--- src/rtl/ir_decoder.sv ---
`default_nettype none
// ============================================================================
// Module      : ir_decoder
// Description : Pulse-distance IR frame receiver. Synchronizes and
//               deglitches the demodulated envelope, times every mark and
//               space with a saturating counter, and rebuilds a 32-bit word
//               sent LSB first behind a start mark/space pair. The word is
//               offered on a valid/ready handshake.
//
// Ports       : clk      - system clock
//               rst_n    - asynchronous active-low reset
//               ir_in    - demodulated IR envelope, asynchronous to clk
//               cmd      - decoded command, stable while valid=1
//               valid    - cmd holds an unconsumed frame
//               ready    - consumer accepts cmd when valid&&ready
//               err      - one-cycle pulse on a protocol violation
//               overrun  - one-cycle pulse when a frame is dropped because
//                          the previous one was still pending
//
// Revision    : 1.0 - initial release
// ============================================================================
module ir_decoder #(
    parameter int START_TICKS  = 109250,
    parameter int BIT_TICKS    = 10416,
    parameter int GLITCH_TICKS = 16,
    parameter bit INVERT       = 1'b1
) (
    input  logic        clk,
    input  logic        rst_n,
    input  logic        ir_in,
    output logic [31:0] cmd,
    output logic        valid,
    input  logic        ready,
    output logic        err,
    output logic        overrun
);

    // Acceptance windows (closed intervals) and the post-frame quiet time.
    localparam int          c_TS       = START_TICKS / 4;
    localparam int          c_TB       = BIT_TICKS / 4;
    localparam logic [23:0] c_START_LO = 24'(START_TICKS - c_TS);
    localparam logic [23:0] c_START_HI = 24'(START_TICKS + c_TS);
    localparam logic [23:0] c_BIT_LO   = 24'(BIT_TICKS - c_TB);
    localparam logic [23:0] c_BIT_HI   = 24'(BIT_TICKS + c_TB);
    localparam logic [23:0] c_ONE_LO   = 24'(3 * BIT_TICKS - c_TB);
    localparam logic [23:0] c_ONE_HI   = 24'(3 * BIT_TICKS + c_TB);

    localparam int                c_GW         = (GLITCH_TICKS > 1) ? $clog2(GLITCH_TICKS) : 1;
    localparam logic [c_GW-1:0]   c_GLITCH_MAX = c_GW'(GLITCH_TICKS - 1);

    localparam logic [2:0] c_ST_IDLE        = 3'd0;
    localparam logic [2:0] c_ST_START_MARK  = 3'd1;
    localparam logic [2:0] c_ST_START_SPACE = 3'd2;
    localparam logic [2:0] c_ST_BIT_MARK    = 3'd3;
    localparam logic [2:0] c_ST_BIT_SPACE   = 3'd4;
    localparam logic [2:0] c_ST_QUIET       = 3'd5;

    logic [1:0]      r_sync;
    logic            r_mark;
    logic            r_mark_q;
    logic [c_GW-1:0] r_gcnt;
    logic [23:0]     r_cnt;
    logic [2:0]      r_state;
    logic [2:0]      w_state_nxt;
    logic [4:0]      r_idx;
    logic [30:0]     r_shift;
    logic [31:0]     r_cmd;
    logic            r_valid;
    logic            r_err;
    logic            r_ovr;

    logic            w_level;
    logic            w_rise;
    logic            w_fall;
    logic            w_edge;
    logic            w_err;
    logic            w_done;
    logic            w_clr;
    logic            w_shift;
    logic            w_bit;

    // Synchronizer flops come out of reset at the idle (space) line level so
    // the filter never sees a phantom mark after reset.
    always_ff @(posedge clk or negedge rst_n) begin
        if (!rst_n) begin
            r_sync <= {2{INVERT}};
        end else begin
            r_sync <= {r_sync[0], ir_in};
        end
    end

    assign w_level = r_sync[1] ^ INVERT;

    // Glitch filter: the accepted level flips only after GLITCH_TICKS
    // consecutive samples disagree with it; any agreeing sample restarts.
    always_ff @(posedge clk or negedge rst_n) begin
        if (!rst_n) begin
            r_mark   <= 1'b0;
            r_mark_q <= 1'b0;
            r_gcnt   <= '0;
        end else begin
            r_mark_q <= r_mark;
            if (w_level != r_mark) begin
                if (r_gcnt == c_GLITCH_MAX) begin
                    r_mark <= w_level;
                    r_gcnt <= '0;
                end else begin
                    r_gcnt <= r_gcnt + 1'b1;
                end
            end else begin
                r_gcnt <= '0;
            end
        end
    end

    assign w_rise = r_mark & ~r_mark_q;
    assign w_fall = ~r_mark & r_mark_q;
    assign w_edge = r_mark ^ r_mark_q;

    // On an edge cycle r_cnt still holds the length of the level just ended.
    always_ff @(posedge clk or negedge rst_n) begin
        if (!rst_n) begin
            r_cnt <= '0;
        end else if (w_edge) begin
            r_cnt <= 24'd1;
        end else if (r_cnt != '1) begin
            r_cnt <= r_cnt + 24'd1;
        end
    end

    always_ff @(posedge clk or negedge rst_n) begin
        if (!rst_n) begin
            r_state <= c_ST_IDLE;
        end else begin
            r_state <= w_state_nxt;
        end
    end

    always_comb begin
        w_state_nxt = r_state;
        w_err       = 1'b0;
        w_done      = 1'b0;
        w_clr       = 1'b0;
        w_shift     = 1'b0;
        w_bit       = 1'b0;
        case (r_state)
            c_ST_IDLE: begin
                if (w_rise) w_state_nxt = c_ST_START_MARK;
            end
            c_ST_START_MARK: begin
                if (w_fall) begin
                    if (r_cnt >= c_START_LO && r_cnt <= c_START_HI) w_state_nxt = c_ST_START_SPACE;
                    else                                            w_err = 1'b1;
                end else if (r_cnt > c_START_HI) begin
                    w_err = 1'b1;
                end
            end
            c_ST_START_SPACE: begin
                if (w_rise) begin
                    if (r_cnt >= c_START_LO && r_cnt <= c_START_HI) begin
                        w_clr       = 1'b1;
                        w_state_nxt = c_ST_BIT_MARK;
                    end else begin
                        w_err = 1'b1;
                    end
                end else if (r_cnt > c_START_HI) begin
                    w_err = 1'b1;
                end
            end
            c_ST_BIT_MARK: begin
                if (w_fall) begin
                    if (r_cnt >= c_BIT_LO && r_cnt <= c_BIT_HI) begin
                        // The last bit's space merges into the inter-frame
                        // gap, so the frame ends on its mark.
                        if (r_idx == 5'd31) begin
                            w_done      = 1'b1;
                            w_state_nxt = c_ST_QUIET;
                        end else begin
                            w_state_nxt = c_ST_BIT_SPACE;
                        end
                    end else begin
                        w_err = 1'b1;
                    end
                end else if (r_cnt > c_BIT_HI) begin
                    w_err = 1'b1;
                end
            end
            c_ST_BIT_SPACE: begin
                if (w_rise) begin
                    if (r_cnt >= c_BIT_LO && r_cnt <= c_BIT_HI) begin
                        w_shift     = 1'b1;
                        w_state_nxt = c_ST_BIT_MARK;
                    end else if (r_cnt >= c_ONE_LO && r_cnt <= c_ONE_HI) begin
                        w_shift     = 1'b1;
                        w_bit       = 1'b1;
                        w_state_nxt = c_ST_BIT_MARK;
                    end else begin
                        w_err = 1'b1;
                    end
                end else if (r_cnt > c_ONE_HI) begin
                    w_err = 1'b1;
                end
            end
            c_ST_QUIET: begin
                // Marks here only restart the timer; leave once the line has
                // been quiet long enough to rule out a trailing "1" space.
                if (!r_mark && r_cnt >= c_ONE_HI) w_state_nxt = c_ST_IDLE;
            end
            default: begin
                w_state_nxt = c_ST_IDLE;
            end
        endcase
        if (w_err) w_state_nxt = c_ST_IDLE;
    end

    always_ff @(posedge clk or negedge rst_n) begin
        if (!rst_n) begin
            r_idx   <= '0;
            r_shift <= '0;
        end else if (w_clr) begin
            r_idx   <= '0;
            r_shift <= '0;
        end else if (w_shift) begin
            r_shift[r_idx] <= w_bit;
            r_idx          <= r_idx + 5'd1;
        end
    end

    // A completing frame may replace cmd only if the slot is free or is
    // being consumed on this very cycle; otherwise it is dropped.
    always_ff @(posedge clk or negedge rst_n) begin
        if (!rst_n) begin
            r_cmd   <= '0;
            r_valid <= 1'b0;
            r_err   <= 1'b0;
            r_ovr   <= 1'b0;
        end else begin
            r_err <= w_err;
            r_ovr <= w_done && r_valid && !ready;
            if (w_done && (!r_valid || ready)) begin
                r_cmd   <= {1'b0, r_shift};
                r_valid <= 1'b1;
            end else if (r_valid && ready) begin
                r_valid <= 1'b0;
            end
        end
    end

    assign cmd     = r_cmd;
    assign valid   = r_valid;
    assign err     = r_err;
    assign overrun = r_ovr;

endmodule
`default_nettype wire

--- config.mk ---
export PLATFORM = sky130hd
export DESIGN_NAME = ir_decoder
export DESIGN_NICKNAME = d
export VERILOG_FILES = /design/src/rtl/ir_decoder.sv
export SDC_FILE = /design/constraint.sdc
export NUM_CORES = 1
export LEC_CHECK = 0
export CAP_MARGIN = 10
export CORE_MARGIN = 10
export CORE_UTILIZATION = 64
export DETAILED_ROUTE_END_ITERATION = 10
export GPL_TIMING_DRIVEN = 0
export PLACE_DENSITY = 0.86
export SYNTH_ARGS = -nofsm -noshare
export SYNTH_HDL_FRONTEND = slang
export SYNTH_SLANG_ARGS = --single-unit
export TNS_END_PERCENT = 1
--- constraint.sdc ---
create_clock -name clk -period 5.9 [get_ports clk]
set_input_delay 0.59 -clock clk [delete_from_list [all_inputs] [get_ports clk]]
set_output_delay 0.59 -clock clk [all_outputs]
set_load 0.01 [all_outputs]
==> impl_metrics.toml <==
[detailed_routing]
drtPass1Iterations = 8
post-route-drc-count = 0
vias = 4657
via_per_inst = 6.23
wire_per_inst_um = 17.6
final_antenna_net_count = 0
routed_wl_mm = 13.1
drt-initial-drc-count = 324

[sta]
max_slew_margin = 0.471
fin_crit_ns = 2.92
clock.fmax_ghz = 0.342
finalMaxSlewViolations = 0
rsz0062_at_grt = "no"
hold_viol = 0
setup-tns-final_ns = 0
fin_worst_skew_ns = 0.0104
worstMarginPinSlew_ns = 0.787
final.period_utilization = 0.495
setup_viol = 0

[outcome]
status = "complete, no violations"

[global_route]
antenna_found_initial = 0
grt_pass1_vias = 4710
grt_max_degree = 68
gr-total-overflow = 0
grt_pass1_wl_mm = 22.3
gr-usage-all-layers = 0.206

[synthesis]
ys_ff_latch = 105
synth_ff_type = "dfrtp_1"
yosysSeqAreaShare = 0.472
synth_common_cells = "dfrtp_1 (103), nor2_1 (50), nand2_1 (49), inv_1 (34), o21ai_0 (31)"
syn_inst = 588
avgSynthCellArea_sq_um = 9.47
synth_top_area_share = 0.463
synthArstFlopShare = 1.00
syn_area_sq_um = 5570
synth_area_leaders = "dfrtp_1 (46%), nor2_1 (3.4%), nand2_1 (3.3%)"
synth_edf_count = 0
yosysUniqueCellTypes = 68
ys_warn_count = 0
synth_most_common_cell = "dfrtp_1"
synth_nets = 603
synth_top_cell_by_area = "dfrtp_1"

[floorplanning]
core_area_sq_um = 8340
die_h_um = 113
row_count = 33
start_util = 0.668
die_x_um = 113
dieArea_sq_um = 12800
io_pins = 39

[worst_setup_path]
cp_max_fo = 10
cp_data_arrival_time_ns = 3.18
crit_required_ns = 6.16
worstSetupPathType = "flop to flop"
worstSetupStartpointType = "flop"
setup.worst_path.end_class = "flop"

[cts]
cts_buffers = 9
cts.sinks = 105
insertion_delay_ns = 0.38
clkTransAtPathRegs_ns = 0.10
ctsRootBufferMaster = "clkbuf_8"
htree_levels = 3
cts_tree = "yes"
cts.path.max_buffers = 2
postCtsSetupRepairBufs = 0
hold_buffers = 0
cts_resized = 0

[power_and_ir_drop]
power_density_nw_per_um2 = 221
cellLeakagePower_nw = 2.59
irDropWorstVdd_uv = 190
power_w = 0.00140

[final_layout]
syn2layout_area_growth_pct = 13.5
fillers = 591
antennaDiodeCount = 0
drive_gt1_frac = 0.0981
nets = 652
stdcell_area_sq_um = 6320

[place]
gp_congestion = 0.900
dp_hpwl_mm = 9.76
place_area_sq_um = 6100
port-buffer-count = 37

[run]
cap_viol_max_count = 0

[hold_path]
hold_path.class = "input port to async pin"
[kinds of logic (layout without fill, tap and decap cells)]
group | Yosys count | in the layout | share of synthesized area
flip-flops | 105 | 105 | 0.472
buffers and inverters | 73 | 127 | 0.0535
other | 1 | 1 | 0.000673
AO/OA/AOI/OAI | 128 | 128 | 0.167
XOR/XNOR | 20 | 20 | 0.0315
AND/OR/NAND/NOR | 236 | 236 | 0.222
adder cells (fa/ha/maj) | 11 | 11 | 0.0247
multiplexers | 14 | 14 | 0.0281
[area by class of cell]
cell class / instances / area (sq um) / area share
Timing Repair Buffer: 38 / 395 / 0.0626
Buffer: 39 / 170 / 0.0269
Inverter: 34 / 128 / 0.0202
Clock inverter: 7 / 98.8 / 0.0156
Tap cell: 105 / 131 / 0.0208
Multi-Input combinational cell: 410 / 2640 / 0.418
Clock buffer: 9 / 124 / 0.0196
Sequential cell: 105 / 2630 / 0.416
[worst max-delay path, cell delays in order, from the launching register on]
cell,delay [ns]
dfrtp_1,0.46
nor4_4,0.37
nand3_1,0.24
a311o_1,0.37
o21ai_2,0.34
nand4_1,0.40
buf_2,0.34
mux2_2,0.30
[placed cells by master, fill, tap and decap left out, types with 3 or more instances in the layout]
master           count
dfrtp_1            103
nor2_1              50
nand2_1             49
clkdlybuf4s50_1     36
inv_1               34
o21ai_0             31
a21oi_1             29
clkbuf_1            25
nand3_1             24
nor3_1              24
and2_1              21
nand4_1             14
nor2b_1             14
xnor2_1             13
a2111oi_0           12
a41oi_1             12
mux2_2              12
ha_1                11
buf_2               10
clkbuf_8             9
nor4_1               7
a21boi_0             7
xor2_1               7
a2111oi_2            7
and3_1               6
or3_1                6
or2_2                3
nand4b_1             3
nor3b_1              3
inv_6                3
[worst paths after layout]
check | startpoint | end | slack [ns] | cells after the start
worst min register to register | r_sync[0] | r_sync[1] | 0.36 | 0
worst max register to register | r_cnt[21] | cmd[17] | 2.98 | 7
min in group clk | r_sync[0] | r_sync[1] | 0.36 | 0
worst min-delay path | rst_n | r_shift[14] | 0.17 | 1
worst max-delay path | r_cnt[21] | cmd[17] | 2.98 | 7
max in group asynchronous | rst_n | r_sync[0] | 5.00 | 2
[metal layers]
metal  vias to the layer above  track usage  wire, um
met5                         -            0         0
met4                         0       0.0745       319
met3                        36       0.0539       867
met2                       170        0.372      6920
met1                      2263        0.226      5030
li1                       2188            -         -
[metrics by stage]
step / util / setup WS (ns) / hold WS [ns] / instances
3_3_place_gp: 0.728 / 0.483 / 0.346 / 730
4_1_cts: 0.758 / 3.02 / 0.187 / 747
2_1_floorplan: - / 3.52 / 0.294 / 588
6_report: 0.758 / 2.98 / 0.170 / 747
3_5_place_dp: 0.731 / 3.04 / 0.347 / 731
5_1_grt: 0.758 / 2.82 / 0.199 / 747
[report_power, final]
group          total (W)  switching (W)  internal [W]
registers       0.000757      0.0000160      0.000741
clock network   0.000497       0.000254      0.000243
logic           0.000145      0.0000908     0.0000541
[flip-flops by register name, summed over array words and instances, names as in the netlist, 2 cells and up]
name,count
cmd,31
r_cnt,24
r_gcnt,4
r_idx,5
r_shift,31
r_state,3
r_sync,2
(Power assumes the default switching activity.)
